$ cat config.mk
export PLATFORM = sky130hd
export DESIGN_NAME = bus_arbiter
export DESIGN_NICKNAME = d
export VERILOG_FILES = /design/src/rtl/bus_arbiter.sv
export SDC_FILE = /design/constraint.sdc
export NUM_CORES = 1
export LEC_CHECK = 0
export CORE_ASPECT_RATIO = 0.7
export CORE_MARGIN = 2
export CORE_UTILIZATION = 41
export CTS_BUF_LIST = sky130_fd_sc_hd__clkbuf_4 sky130_fd_sc_hd__clkbuf_8
export DETAILED_ROUTE_END_ITERATION = 8
export PLACE_DENSITY = 0.85
export SKIP_LAST_GASP = 1
export SLEW_MARGIN = 20
export SYNTH_ARGS = -nofsm -noshare
export SYNTH_HDL_FRONTEND = slang
export SYNTH_SLANG_ARGS = --single-unit
$ cat constraint.sdc
create_clock -name clk -period 1.6 [get_ports clk]
set_input_delay 0.48 -clock clk [delete_from_list [all_inputs] [get_ports clk]]
set_output_delay 0.48 -clock clk [all_outputs]
set_load 0.05 [all_outputs]
$ cat src/rtl/bus_arbiter.sv
// Round-robin arbiter for the emulated shared bus: pops one packet at a time
// from the pending device FIFOs and routes it by destination ID, dropping invalid ones.
module bus_arbiter #(
  parameter int unsigned width     = 16,
  parameter int unsigned devices   = 4,
  parameter logic [7:0]  broadcast = 8'hFF
) (
  input  logic                             clk,
  input  logic                             rst_n,
  input  logic [devices-1:0]               pndng_i,
  input  logic [devices-1:0][width-1:0]    dato_i,
  output logic [devices-1:0]               pop_o,
  output logic [devices-1:0]               push_o,
  output logic [width-1:0]                 dato_o,
  output logic                             busy_o,
  output logic [7:0]                       drop_cnt_o
);

  localparam int unsigned idx_w = (devices > 1) ? $clog2(devices) : 1;

  typedef enum logic [1:0] {IDLE, POP, SEND} state_t;

  state_t               state;
  logic [idx_w-1:0]     last_grant;
  logic [idx_w-1:0]     src;
  logic [idx_w-1:0]     grant;
  logic [idx_w-1:0]     cand;
  logic [width-1:0]     pkt;
  logic [7:0]           dst;
  logic [devices-1:0]   push_mask;
  logic                 drop;

  // Round-robin search: lowest offset after last_grant wins, so scan offsets high to low.
  always_comb begin
    grant = last_grant;
    cand  = last_grant;
    for (int unsigned i = devices; i >= 1; i--) begin
      cand = idx_w'((32'(last_grant) + i) % devices);
      if (pndng_i[cand]) grant = cand;
    end
  end

  // Destination decode of the latched packet.
  always_comb begin
    dst       = pkt[width-1 -: 8];
    push_mask = '0;
    drop      = 1'b0;
    if ((dst < 8'(devices)) && (dst != 8'(src))) begin
      push_mask = devices'(1) << dst;
    end else if (dst == broadcast) begin
      push_mask = ~(devices'(1) << src);
    end else begin
      drop = 1'b1;
    end
  end

  always_ff @(posedge clk or negedge rst_n) begin
    if (!rst_n) begin
      state      <= IDLE;
      last_grant <= idx_w'(devices - 1);
      pkt        <= '0;
      src        <= '0;
      pop_o      <= '0;
      push_o     <= '0;
      dato_o     <= '0;
      busy_o     <= 1'b0;
      drop_cnt_o <= '0;
    end else begin
      pop_o  <= '0;
      push_o <= '0;
      case (state)
        POP: begin
          dato_o <= pkt;
          push_o <= push_mask;
          if (drop && (drop_cnt_o != 8'hFF)) drop_cnt_o <= drop_cnt_o + 8'd1;
          state  <= SEND;
        end
        // IDLE and SEND share the grant/latch path; SEND may chain straight into POP.
        default: begin
          if (|pndng_i) begin
            pkt        <= dato_i[grant];
            src        <= grant;
            last_grant <= grant;
            pop_o      <= devices'(1) << grant;
            busy_o     <= 1'b1;
            state      <= POP;
          end else begin
            busy_o <= 1'b0;
            state  <= IDLE;
          end
        end
      endcase
    end
  end

endmodule

-- Yosys cells after proc, flatten, opt, wreduce, memory -nomap -nowiden
Cells that the tools add are included.
- register bits after elaboration: 55
- input bits: 70
- output and inout port bits: 33
- word-level logic and storage cells: 58
- $add $sub $neg: 5
- magnitude comparators: 6
- equality and inequality tests: 4
- shift operators: 3
- muxes and demuxes: 24
- bitwise gates (word level): 2
- reductions and logical operators: 5
- operators by type and width (kind ; count):
    16-bit binary-select mux with 2-bit select ; 1
    4-bit two-way mux ; 5
    16-bit two-way mux ; 1
    2-bit by 3-bit < comparator with 1-bit output (second input constant) ; 5
    2-bit two-way mux ; 5
    8-bit by 1-bit adder with 8-bit output (second input constant) ; 1
    1-bit binary-select mux with 2-bit select ; 4
    8-bit equality test (second input constant) ; 1
    8-bit by 3-bit < comparator with 1-bit output (second input constant) ; 1
    1-bit two-way mux ; 8
    8-bit by 2-bit != test with 1-bit output ; 1
    8-bit != test (second input constant) ; 1
    1-bit by 2-bit << shifter with 4-bit output (first input constant) ; 2
    1-bit by 8-bit << shifter with 4-bit output (first input constant) ; 1
    2-bit by 1-bit adder with 2-bit output (second input constant) ; 2
    2-bit adder (second input constant) ; 2
    4-bit NOT ; 1
    2-bit AND reduction ; 2
    4-bit OR reduction ; 1
    2-bit by 1-bit equality test with 1-bit output (second input constant) ; 1
    1-bit logical AND ; 2
    1-bit NOT ; 1

-- Longest topological paths before layout
- depth after elaboration: 10
- gate-level depth with buffers: 8
- mapped depth without buffers: 6

-- Worst setup path after synthesis
No wires, ideal clock.
- kind: reg-to-reg
- start point: reg drop_cnt_o[0]
- end point: reg drop_cnt_o[4]
- setup time: 0.142 ns
- data arrival time: 1.716 ns
- data required time: 1.458 ns
- setup slack: -0.259 ns
- stages on the path, launching flop included: 6
- buffers on the path: 0
- clock period less this slack: 1.859 ns
- cell sequence: dfrtp_1 ha_1 and4_1 a211oi_4 nand4_1 xnor2_1
- cells in the longest elaborated chain, start to end: 3
- elaborated cells between the ends (all ways): 4
- those cells by class: add/sub (1); eq/ne (1); reduce/logical (2)
- RTL lines (element ; RTL line ; source):
    start: declaration ; 16 ; output logic [7:0] drop_cnt_o
    start signal: assignment ; 75 ; if (drop && (drop_cnt_o != 8'hFF)) drop_cnt_o <= drop_cnt_o + 8'd1;
    parallel branches: the longest is 3 deep, another holds 8-bit by 1-bit adder with 8-bit output ; -- ;
Parallel ways; which one is timed is not known.
A chain may end at the register's enable or synchronous reset.

-- Worst setup path in the final report
- start point: reg pkt[12]
- end point: reg push_o[0]
- cells in the longest elaborated chain, start to end: 4
- elaborated cells between the ends (all ways): 8
- those cells by class: order compare (1); eq/ne (2); shift (1); mux (3); reduce/logical (1)
- RTL lines (element ; RTL line ; source):
    start: declaration ; 28 ; logic [width-1:0] pkt;
    start signal: assignment ; 81 ; pkt <= dato_i[grant];
    8-bit by 3-bit < comparator with 1-bit output (tied with other cells) ; 48 ; if ((dst < 8'(devices)) && (dst != 8'(src))) begin
    1-bit logical AND or 4-bit two-way mux (tied branches) ; 48, 50 ;
    4-bit two-way mux * ; 48 ;
    4-bit two-way mux * ; 71 ; case (state)
    end signal: assignment ; 74 ; push_o <= push_mask;
    end: declaration ; 13 ; output logic [devices-1:0] push_o,
Every way passes the cells marked *; elsewhere a longest branch is shown, timed or not.

==> impl.org <==
** Clock network
- CTS Hold Buffers Added :: 0
- Sink count of the clock tree :: 55
- Clk Latency, worst-skew pair :: between 0.3 and 0.4 ns
- In this run, CTS created clock tree buffers numbering 5.
- Clock-pin slew was measured on the worst setup and hold paths at approximately 0.1 ns.
- Maximum count of clock buffers along a single path :: 2
- The H-tree was split into 2 levels.
- Buffer type at the clock tree root :: clkbuf_8
- Clock tree from TritonCTS :: yes

** Synth
- Counting every net in the synthesized netlist gives between 300 and 400.
- Mapped cell area :: between 2000 and 3000 µm²
- After synthesis the netlist holds a flip-flop and latch count of 55.
- The number of different library cells used by synthesis comes to 39.
- Synthesis handed over a netlist of 255 instances.
- The average instance in the mapped netlist occupies 10.39 µm².
- Post-synthesis sequential area ratio :: 52.05%
- During synthesis, Yosys emitted a total of 0 warnings.

** Setup path
- Kind of critical path :: register to register
- For this run, the slowest stage of the critical path takes 0.58 ns.
- At the worst endpoint, the arrival time is approximately 2.1 ns.
- The worst setup path is launched from a register.
- Grouping stages by cell kind, the critical path spends the most delay in simple AND/OR/NAND/NOR gates.
- Of all nets on the critical path, the largest fanout is 4.
- Type of element capturing the critical path :: register
- Crit path required time :: around 1.8 ns
- The signal on the critical path passes through or4_4 > nor3_4 > buf_6 > nor3b_2 > o221a_1.
- Total buffers and inverters traversed by the critical path :: 1
- On the critical path, the stage with the largest delay is an instance of or4_4.

** Power
- Dividing total power by cell area gives a power density of about 2000 nW/µm².
- Clock network fraction of design power :: around a tenth
- Cell internal power was estimated by the tool at 5678 µW.
- Combinational Power Share :: between 60% and 70%
- IR analysis of the VDD net gives a maximum drop of between 1000 and 1500 µV.
- Summed over all nets, the switching power comes to about 4300 µW.
- Sequential group share of total power :: between 20% and 30%
- Net switching share of the total power :: a little over two fifths
- For this design the static power due to leakage is ~0.0021 µW.

** Final layout
- The post-route netlist has roughly two fifths of its cells at a drive strength greater than 1.
- For this run, the share of the core covered by cells in the final layout is about four fifths.
- Number of inserted filler cells in the final layout :: between 300 and 400
- Final layout net count :: about 470
- Area Overhead vs Synth :: 88.76%
- Most frequent standard cell in the layout excluding fill and tap cells :: nand2_1
- Summing all multi-input logic gate instances after layout gives 1555 µm².
- Register cell area after layout :: around 1400 µm²
- Number of inserted diodes :: 0
- Leading cell types in the layout, fill and taps excluded :: 70 x nand2_1, 64 x clkdlybuf4s50_1, 46 x dfrtp_1, 38 x buf_12, 32 x buf_4

** STA
- Worst-case setup margin in the final layout :: -0.2930 ns
- The smallest clock period supported by the final layout is computed as 1.893 ns.
- Final setup vio count :: 34
- Highest attainable clock frequency :: ~530 MHz
- Fin Clk Skew :: around 0.012 ns
- The max-slew violation count was 0.
- In the final timing run, aggregate negative setup slack is -5.370 ns.
- Transition time of the tightest slew-check pin :: 0.5183 ns
- In this run the tightest slew margin relative to its limit is 65.32%.
- Of the available clock period, the critical path in the final layout requires 118.3%.
- Unrepaired setup endpoints after global routing :: yes
- Final count of hold timing violations :: 0

** Die
- X dimension of the die :: 100.1 µm
- I/O pin total :: 103
- The region available for standard cell placement spans between 6000 and 7000 µm².
- Overall die height :: between 70 and 80 µm
- Area of the die :: approximately 7000 µm²
- Row generation in the floorplan step produced 24 rows.
- Initial standard-cell utilization of the core :: between 40 and 50%

** Drt
- Dividing the detail-routed wire length by the instance count gives 23.51 µm.
- DRC errors left :: 0
- Length of the first detailed-routing pass in iterations :: 5
- In the routed layout, each cell is associated on average with a via count of between 5 and 6.
- The count of nets left with antenna violations once routing finished came out at 0.
- The routed layout has ~2,800 vias.
- Number of DRC markers after the initial detailed-route iteration :: 202
- The final layout contains routed wiring with a total length of ~11,000 µm.

** GRT
- The initial antenna violation count was 0.
- Total Routing Usage GR :: approximately 28%
- Entering global routing, the biggest net connects 42 pins.
- Congestion Overflow GR :: 0
- Global-route wire length before repair :: around 15,000 µm
- The number of global-route vias before repair was about 2,700.

** Run status
- Result of the run :: finished with violations
- The final reports fail on setup timing.

** Place
- Summed over all nets, the half-perimeter wirelength after detailed placement is between 6000 and 7000 µm.
- Buffers placed on the I/O ports in this run total 102.
- The congestion estimate from routability-driven global placement came to ~0.8.

** Run
- Max Cap Viol :: 0

** Hold path
- The path class of the tightest hold or removal check is input port to async pin.
layer usage:
metal / vias up / global-route usage [%] / part of all wire [%]
li1: 1179 / - / -
met1: 1379 / 35.20 / 36
met2: 209 / 47.15 / 51
met3: 59 / 5.951 / 8.1
met4: 0 / 10.50 / 5.2
met5: - / 0 / 0
power groups by stage:
stage          Clock, µW  Sequential (µW)  Combinational (µW)
2_1_floorplan          0             3420                1500
3_3_place_gp           0             2470                4880
3_5_place_dp           0             2520                5060
4_1_cts              922             2510                5710
5_1_grt             1000             2630                6670
6_report             936             2580                6450
synthesized netlist by cell type:
cell,instances,area share [%]
dfstp_2,2,2.0
mux2i_1,33,12
buf_2,4,0.76
a211oi_4,1,0.76
ha_1,1,0.47
a22oi_1,1,0.28
inv_2,1,0.14
nand2_1,72,10
nand4b_1,1,0.33
mux2_4,1,0.57
or2_2,1,0.24
a31oi_1,2,0.47
dfrtp_1,53,50
and3_1,3,0.71
buf_4,2,0.57
xor2_1,1,0.33
nor2b_1,1,0.24
xnor2_1,8,2.6
buf_1,1,0.14
nand3_1,2,0.38
a21oi_1,4,0.76
clkbuf_1,6,0.85
nand4_1,6,1.4
o221a_1,1,0.43
and4_1,2,0.66
nor3b_2,1,0.47
a211oi_1,1,0.28
inv_1,6,0.85
nor2_1,5,0.71
nor3_1,2,0.38
nor3_4,1,0.61
o221ai_1,17,5.6
nand2b_1,2,0.47
a21o_1,1,0.28
buf_6,2,0.85
o21ai_0,4,0.76
nor4_1,1,0.24
or4_4,1,0.43
o21ai_1,1,0.19
state kept, by name, summed over array words and instances, names as in the netlist:
| name | flops |
|---|---|
| state | 2 |
| push_o | 4 |
| drop_cnt_o | 8 |
| src | 2 |
| busy_o | 1 |
| pop_o | 4 |
| dato_o | 16 |
| last_grant | 2 |
| pkt | 16 |
what timing repair did:
action | CTS | global route
endpoints found under the hold margin | 0 | 0
endpoints found under the setup margin | 37 | 35
gates cloned | 3 | 0
buffers inserted | 3 | 3
pin swaps | 14 | 22
gates resized for setup | 38 | 53
through the flow:
step	total power, µW	hold slack (ns)	std cells	instance area [µm²]	worst slack, ns
after floorplan	4921	0.1844	255	2674	-0.1234
after global placement	7354	0.4109	460	4387	-0.4790
after detailed placement	7581	0.4127	460	4387	-0.6068
after CTS	9139	0.07274	473	4743	-0.1429
after global routing	10300	0.08295	474	5000	-0.3110
final	9965	0.07030	474	5000	-0.2930
worst reg2reg max path, delay by kind of cell (launching register included):
family	cells	cell delay [ns]
flip-flops	1	0.42
AND/OR/NAND/NOR	3	1.01
AO/OA/AOI/OAI	1	0.22
buffers and inverters	1	0.17
cell type report:
class | instances | area share (%)
tap | 78 | 1.952
clock buffer | 6 | 1.527
sequential | 55 | 27.75
inverter | 7 | 0.5255
clock inverter | 1 | 0.6006
multi-input combinational | 178 | 31.11
timing repair buffer | 149 | 36.54
final timing paths:
check                      startpoint             to  slack (ns)  depth (start not counted)
max                           pkt[12]      push_o[0]       -0.29                          5
min                             rst_n        pkt[11]        0.07                          1
max reg2reg                   pkt[12]      push_o[0]       -0.29                          5
min reg2reg                    pkt[7]      dato_o[7]        0.50                          2
max in group asynchronous       rst_n  drop_cnt_o[4]        0.96                          2
min in group clk               pkt[7]      dato_o[7]        0.50                          2
cell families (layout without fill, tap and decap cells):
group | Yosys count | after routing | synth area share, %
flip-flops | 55 | 55 | 52.05
XOR/XNOR | 9 | 9 | 2.976
multiplexers | 34 | 34 | 13.04
adder cells (fa/ha/maj) | 1 | 1 | 0.4723
AND/OR/NAND/NOR | 101 | 101 | 17.48
buffers and inverters | 22 | 163 | 4.156
AO/OA/AOI/OAI | 33 | 33 | 9.825
Note: power is estimated with default switching activity, not from simulation.
